$ cat config.mk
export PLATFORM = sky130hd
export DESIGN_NAME = seq_divider_flat
export DESIGN_NICKNAME = d
export VERILOG_FILES = /design/src/rtl/seq_divider_if.sv /design/src/rtl/seq_divider.sv /design/src/flat_wrapper.sv
export SDC_FILE = /design/constraint.sdc
export NUM_CORES = 1
export LEC_CHECK = 0
export BUFFER_PORTS_ARGS = -buffer_cell sky130_fd_sc_hd__clkbuf_2
export CORE_MARGIN = 2
export CORE_UTILIZATION = 55
export CTS_BUF_LIST = sky130_fd_sc_hd__clkbuf_2
export DETAILED_ROUTE_END_ITERATION = 10
export HOLD_SLACK_MARGIN = 0.06
export PLACE_DENSITY = 0.83
export SETUP_SLACK_MARGIN = 0.2
export SYNTH_ARGS = -nofsm -noshare
export SYNTH_HDL_FRONTEND = slang
export SYNTH_SLANG_ARGS = --single-unit
$ cat constraint.sdc
create_clock -name clk -period 3.7 [get_ports clk]
set_input_delay 0.185 -clock clk [delete_from_list [all_inputs] [get_ports clk]]
set_output_delay 0.185 -clock clk [all_outputs]
set_load 0.05 [all_outputs]
$ cat src/rtl/seq_divider_if.sv
// Start/done handshake and operand/result bundle for the sequential divider.
interface seq_divider_if #(
  parameter int WIDTH = 4
);
  logic             start;
  logic [WIDTH-1:0] dividend;
  logic [WIDTH-1:0] divisor;
  logic             busy;
  logic             done;
  logic [WIDTH-1:0] quotient;
  logic [WIDTH-1:0] remainder;
  logic             div_by_zero;

  // Requester side: issues operands, observes status and results.
  modport master (
    output start, dividend, divisor,
    input  busy, done, quotient, remainder, div_by_zero
  );

  // Divider side.
  modport slave (
    input  start, dividend, divisor,
    output busy, done, quotient, remainder, div_by_zero
  );
endinterface

$ cat src/rtl/seq_divider.sv
// Unsigned restoring divider: one trial subtraction per clock, WIDTH steps.
// Results are published only at completion and held until the next one.
module seq_divider #(
  parameter int WIDTH = 4
) (
  input  logic          clk,
  input  logic          reset,
  seq_divider_if.slave  bus
);
  localparam int CW = (WIDTH > 2) ? $clog2(WIDTH) : 1;

  typedef enum logic {IDLE, CALC} state_t;

  state_t           state;
  logic [WIDTH-1:0] q_work;
  logic [WIDTH-1:0] d_work;
  logic [WIDTH:0]   r_work;
  logic [CW-1:0]    count;

  logic [WIDTH-1:0] quotient_q;
  logic [WIDTH-1:0] remainder_q;
  logic             div_by_zero_q;
  logic             busy_q;
  logic             done_q;

  logic [WIDTH:0]   r_shift;
  logic [WIDTH:0]   trial;
  logic [WIDTH-1:0] q_step;
  logic [WIDTH:0]   r_step;

  // One restoring step: shift in the next dividend bit, try subtracting D,
  // keep the difference only if it did not go negative.
  always_comb begin
    r_shift = {r_work[WIDTH-1:0], q_work[WIDTH-1]};
    trial   = r_shift - {1'b0, d_work};
    q_step  = {q_work[WIDTH-2:0], ~trial[WIDTH]};
    r_step  = trial[WIDTH] ? r_shift : trial;
  end

  // Control FSM and datapath registers; all outputs are registered here.
  always_ff @(posedge clk) begin
    if (reset) begin
      state         <= IDLE;
      q_work        <= '0;
      d_work        <= '0;
      r_work        <= '0;
      count         <= '0;
      quotient_q    <= '0;
      remainder_q   <= '0;
      div_by_zero_q <= 1'b0;
      busy_q        <= 1'b0;
      done_q        <= 1'b0;
    end else begin
      done_q <= 1'b0;
      case (state)
        IDLE: begin
          if (bus.start) begin
            q_work <= bus.dividend;
            d_work <= bus.divisor;
            r_work <= '0;
            count  <= '0;
            busy_q <= 1'b1;
            state  <= CALC;
          end
        end
        CALC: begin
          q_work <= q_step;
          r_work <= r_step;
          count  <= count + 1'b1;
          if (count == CW'(WIDTH - 1)) begin
            // Final step: publish results straight from the step logic.
            quotient_q    <= q_step;
            remainder_q   <= r_step[WIDTH-1:0];
            div_by_zero_q <= (d_work == '0);
            busy_q        <= 1'b0;
            done_q        <= 1'b1;
            state         <= IDLE;
          end
        end
        default: state <= IDLE;
      endcase
    end
  end

  assign bus.busy        = busy_q;
  assign bus.done        = done_q;
  assign bus.quotient    = quotient_q;
  assign bus.remainder   = remainder_q;
  assign bus.div_by_zero = div_by_zero_q;
endmodule

$ cat src/flat_wrapper.sv
// flat-port wrapper written by rule: the top's interface ports become plain ports
module seq_divider_flat 
#(
  parameter int WIDTH = 4
)
  (clk, reset, bus_start, bus_dividend, bus_divisor, bus_busy, bus_done, bus_quotient, bus_remainder, bus_div_by_zero);
  seq_divider_if #(.WIDTH(WIDTH)) bus_i ();
  input  logic clk;
  input  logic reset;
  input wire logic [$bits(bus_i.start)-1:0] bus_start;
  input wire logic [$bits(bus_i.dividend)-1:0] bus_dividend;
  input wire logic [$bits(bus_i.divisor)-1:0] bus_divisor;
  output wire logic [$bits(bus_i.busy)-1:0] bus_busy;
  output wire logic [$bits(bus_i.done)-1:0] bus_done;
  output wire logic [$bits(bus_i.quotient)-1:0] bus_quotient;
  output wire logic [$bits(bus_i.remainder)-1:0] bus_remainder;
  output wire logic [$bits(bus_i.div_by_zero)-1:0] bus_div_by_zero;
  assign bus_i.start = bus_start;
  assign bus_i.dividend = bus_dividend;
  assign bus_i.divisor = bus_divisor;
  assign bus_busy = bus_i.busy;
  assign bus_done = bus_i.done;
  assign bus_quotient = bus_i.quotient;
  assign bus_remainder = bus_i.remainder;
  assign bus_div_by_zero = bus_i.div_by_zero;
  seq_divider #(.WIDTH(WIDTH)) u_core (.clk(clk), .reset(reset), .bus(bus_i));
endmodule
### Yosys cells after proc, flatten, opt, wreduce, memory -nomap -nowiden

Index checks and enable logic that the tools add are counted.

| operators by class | value |
|---|---|
| add/sub/neg operators | 2 |
| equal/unequal tests | 3 |
| reduce and logical (&&, ||, !) cells | 5 |
| bitwise logic cells | 2 |
| mux-type cells | 14 |

Operators by type and width:

| kind | count |
|---|---|
| one-hot mux 4 bit (2 select lines) | 2 |
| two-way mux 4 bit | 3 |
| AND reduction 2 bit | 3 |
| two-way mux 1 bit | 5 |
| subtractor 5 x 4 -> 5 bit | 1 |
| zero test 4 bit | 1 |
| != test 2 bit, second input constant | 2 |
| one-hot mux 1 bit (2 select lines) | 2 |
| one-hot mux 2 bit (2 select lines) | 1 |
| adder 2 x 1 -> 2 bit, second input constant | 1 |
| == test 2 bit, second input constant | 1 |
| two-way mux 2 bit | 1 |
| NOT 1 bit | 2 |
| OR reduction 2 bit | 1 |

| storage, ports and cells | value |
|---|---|
| output and inout port bits | 11 |
| register bits after elaboration | 26 |
| input bits | 11 |

### Depth between registers and ports, before layout

| depth | value |
|---|---|
| depth after elaboration | 3 |
| mapped depth | 8 |

### Least setup slack after synthesis

Ideal clock, no wire load.

| path | value |
|---|---|
| kind | reg-to-reg |
| start point | reg u_core.q_work[3] |
| end point | reg u_core.remainder_q[3] (netlist: u_core.bus.remainder[3]) |
| path buffers | 0 |
| data required time | 3.612 ns |
| setup time | 0.088 ns |
| slack | 1.707 ns |
| clock period less this slack | 1.993 ns |
| arrival | 1.905 ns |
| cell stages (with the launch flop) | 9 |
| path through | dfxtp_1 inv_1 ha_1 inv_1 fa_1 nand3_1 a21boi_2 or4b_4 a311oi_2 |

| between the ends | value |
|---|---|
| word-level cells in the longest chain between the ends | 2 |

RTL lines:

| item | RTL line | text |
|---|---|---|
| from (decl) | seq_divider.sv:15 | `logic [WIDTH-1:0] q_work;` |
| from (signal assigned) | seq_divider.sv:58 | `q_work <= bus.dividend;` |
| from (signal assigned) | seq_divider.sv:67 | `q_work <= q_step;` |
| subtractor 5 x 4 -> 5 bit | seq_divider.sv:35 | `trial = r_shift - {1'b0, d_work};` |
| two-way mux 4 bit | seq_divider.sv:37 | `r_step = trial[WIDTH] ? r_shift : trial;` |
| to (signal assigned) | seq_divider.sv:73 | `remainder_q <= r_step[WIDTH-1:0];` |
| to (decl) | seq_divider.sv:21 | `logic [WIDTH-1:0] remainder_q;` |

No other way between the ends.
A chain may end at the register's enable or synchronous reset.

### Final worst setup path

| path | value |
|---|---|
| start point | reg u_core.d_work[0] |
| end point | reg u_core.remainder_q[3] (netlist: u_core.bus.remainder[3]) |

| between the ends | value |
|---|---|
| word-level cells in the longest chain between the ends | 2 |

RTL lines:

| item | RTL line | text |
|---|---|---|
| from (decl) | seq_divider.sv:16 | `logic [WIDTH-1:0] d_work;` |
| from (signal assigned) | seq_divider.sv:59 | `d_work <= bus.divisor;` |
| subtractor 5 x 4 -> 5 bit | seq_divider.sv:35 |  |
| two-way mux 4 bit | seq_divider.sv:37 |  |

No other way between the ends.

==> out/results.ini <==
[synthesis]
ys.flop_type=sky130_fd_sc_hd__dfxtp_1
post_synth_mux_area_share=0.04032
synthTopCellsByCount=26 x sky130_fd_sc_hd__dfxtp_1, 22 x sky130_fd_sc_hd__nor2_1, 15 x sky130_fd_sc_hd__a21oi_1
netlist_top_cells_area=sky130_fd_sc_hd__dfxtp_1 42%, sky130_fd_sc_hd__nor2_1 6.7%, sky130_fd_sc_hd__a21oi_1 6.0%, sky130_fd_sc_hd__ha_1 5.0%, sky130_fd_sc_hd__nand2_1 4.2%
netlist_area_mm2=0.001241
netlist-cell-type-count=36
yosys.area.top_type=sky130_fd_sc_hd__dfxtp_1
synthesis.instances=143
synthAdderAreaFrac=0.06653
yosys_warnings=0
synth-simple-area-share=0.2137
postSynthAreaPerCell_um2=8.680
yosysMostFrequentCell=sky130_fd_sc_hd__dfxtp_1
edff_count_synth=0
ys_seq_area_frac=0.4194
synth_xor_area_frac=0.007056
postSynthNetCount=160
ys_async_sr_fraction=0
flip_flop_and_latch_count_after_synthesis=26
synthDominantCellAreaShare=0.4194
synth_top_family_by_area=compound AO/OA/AOI/OAI gates
synth_compound_gate_area_share=0.2137

[route]
drc=0
drtIter0Drc=8
drt-vias-per-instance=5.521
num_vias=1060
drt_wl_total_mm=2.513
route.antenna.remaining_nets=0
dr.pass1.iters=4
wl_per_cell_um=13.09

[floorplan]
die_area_mm2=0.002653
ioPinCount=22
floorplan.core_area_mm2=0.002170
die_w_um=51.51
start_util=0.5721
floorplan.rows=17
die_height_um=51.51

[worst_hold_path]
hold_end=u_core.d_work[0]
hold-path-cell-count=3
hold_start=bus_divisor[0]
hold_path.class=in2reg

[global_route]
via_count_of_the_first_global_routing_pass=1042
grt.overflow.total=0
global_route_wire_length_before_repair_mm=4.450
global_route.usage.total=0.2192
grt_max_degree=25
antenna_found_initial=0

[power]
power.leakage_nw=0.5932
power-per-cell-area_mw_per_mm2=441.4
power.clock.fraction=0.277
ir_drop_worst_case_vdd_mv=0.3105
comb_power_share=0.230
internal-power_mw=0.4514
power.net_switching_mw=0.1799
power_frac_seq=0.493
switching_fraction_of_total_power=0.2850

[worst_setup_path]
worst_path_max_delay_cell=sky130_fd_sc_hd__or4b_4
endpoint_kind=register
critical_path_arrival_ns=2.49
timing.reg2reg.worst_path_depth=7
worst_path_largest_cell_delay_ns=0.56
worst_ep_required_time_ns=4.00
timing.critical_path.max_delay_family=simple AND/OR/NAND/NOR gates
cp_max_fo=9
start_kind=register
reg2reg_slack_ns=1.51
timing.critical_path.cells=ha_1 > inv_1 > fa_1 > nand3_1 > a21boi_2 > or4b_4 > a311oi_2
crit_type=reg2reg
cp_num_buf_inv=1
critical_r2r_launch=u_core.d_work[0]
regToRegEndpoint=u_core.bus.remainder[3]
crit_path_start=u_core.d_work[0]

[finish]
layout-area-overhead-vs-synth_pct=15.22
ratio_of_cells_with_drive_above_1_in_the_final_layout=0.1890
final_core_util=0.6592
final-instance-count-excl-fill=192
finalNetCount=182
post-route-cell-area_mm2=0.001430
antenna_cells=0

[clocking]
cts_root_buf=sky130_fd_sc_hd__clkbuf_2
tritoncts=done
numClockSinks=26
clock_tree.buffer_depth=2
worst_skew_pair_later_pin_latency_ns=0.36
cts.htree.levels=1
tritoncts.num_buffers=3
clk_transition_reported_paths_ns=0.24
cts.repair_timing.setup_buffer_count=0
postCtsResizedCells=0

[run]
max-cap-violations=0

[place]
gpl.final_weighted_congestion=0.8764
place.detailed.instances=185
post-dp-hpwl_mm=1.892
cell_area_after_placement_mm2=0.001355
portbufs=21

[timing]
tns_ns=0
final.hold.worst_slack_ns=0.09936
setup_viol_count_final=0
maxClockFrequency_mhz=457.3
final_min_period_over_clock_period=0.5910
timing.slew.headroom=0.6318
finClkSkew_ns=0.02376
timing_worst_slew_pin_value_ns=0.5512
finalWorstPathRequiredPeriod_ns=2.187
finalHoldViolations=0
maxSlewViolCount=0
setup_repair_after_global_routing_missed_its_margin=false

[outcome]
run_status=finished, final reports clean

-- worst max-delay path by stage --
stage	endpoint	slack, ns	depth (start not counted)
finish	u_core.bus.remainder[3]	1.51	7
global route	u_core.bus.remainder[3]	1.37	7
CTS	u_core.bus.remainder[3]	1.52	7
detailed placement	u_core.bus.remainder[3]	1.55	7
global placement	u_core.bus.remainder[3]	1.65	8
floorplan	u_core.bus.remainder[3]	1.71	8
-- power by group through the flow --
stage          registers (mW)  logic, mW  clock network [mW]
2_1_floorplan           0.313      0.113                   0
3_3_place_gp            0.315      0.135                   0
3_5_place_dp            0.316      0.140                   0
4_1_cts                 0.311      0.145               0.182
5_1_grt                 0.314      0.162               0.191
6_report                0.311      0.145               0.175
-- worst register-to-register path: stages (launching register included) --
cell and delay [ns]:
sky130_fd_sc_hd__dfxtp_1 0.43, sky130_fd_sc_hd__ha_1 0.19, sky130_fd_sc_hd__inv_1 0.06, sky130_fd_sc_hd__fa_1 0.42, sky130_fd_sc_hd__nand3_1 0.14, sky130_fd_sc_hd__a21boi_2 0.12, sky130_fd_sc_hd__or4b_4 0.56, sky130_fd_sc_hd__a311oi_2 0.23
-- through the flow --
stage	worst slack [ns]	total power, mW
5_1_grt	1.369	0.6674
2_1_floorplan	1.707	0.4256
4_1_cts	1.521	0.6376
6_report	1.513	0.6313
3_3_place_gp	1.653	0.4503
3_5_place_dp	1.545	0.4564
-- registers in the layout, summed over array words and instances, names as in the netlist --
name                    cells
u_core.q_work               4
u_core.count                2
u_core.bus.busy             1
u_core.bus.quotient         4
u_core.bus.done             1
u_core.r_work               4
u_core.state                1
u_core.bus.remainder        4
u_core.d_work               4
u_core.bus.div_by_zero      1
-- routing by layer --
metal | vias to the layer above | part of all wire | global-route usage
li1 | 544 | - | -
met1 | 487 | 0.44 | 0.2518
met2 | 27 | 0.51 | 0.4103
met3 | 2 | 0.045 | 0.06322
met4 | 0 | 0.0048 | 0.02632
met5 | - | 0 | 0
-- kinds of logic (layout without fill, tap and decap cells) --
family,after synthesis,after routing
muxes,5,5
buffers and inverters,13,34
DFF,26,26
and+or+nand+nor,56,56
xor gates and xnor gates,1,1
adders and majority gates,6,6
AOI/OAI and AO/OA,36,36
-- what timing repair did --
action / 4_1_cts / 5_1_grt
endpoints found under the hold margin: 3 / 0
endpoints found under the setup margin: 0 / 0
hold buffers: 3 / 0
-- layout make-up --
cell class	count	area [um^2]
Tap cell	28	35.03
Clock inverter	1	30.03
Fill cell	197	739.5
Sequential cell	26	520.5
Timing Repair Buffer	24	135.1
Inverter	6	22.52
Clock buffer	3	15.01
Multi-Input combinational cell	104	671.9
-- layout by cell type, fill, tap and decap left out, types with 3 or more instances in the layout --
cell type,count
sky130_fd_sc_hd__dfxtp_1,26
sky130_fd_sc_hd__nor2b_1,3
sky130_fd_sc_hd__clkbuf_2,24
sky130_fd_sc_hd__nand2b_1,3
sky130_fd_sc_hd__mux2i_1,5
sky130_fd_sc_hd__nor2_1,22
sky130_fd_sc_hd__inv_1,6
sky130_fd_sc_hd__ha_1,5
sky130_fd_sc_hd__nand2_1,14
sky130_fd_sc_hd__o211ai_1,4
sky130_fd_sc_hd__a211oi_1,3
sky130_fd_sc_hd__dlygate4sd3_1,3
sky130_fd_sc_hd__a21oi_1,15
Power figures use the tool's default switching activity.
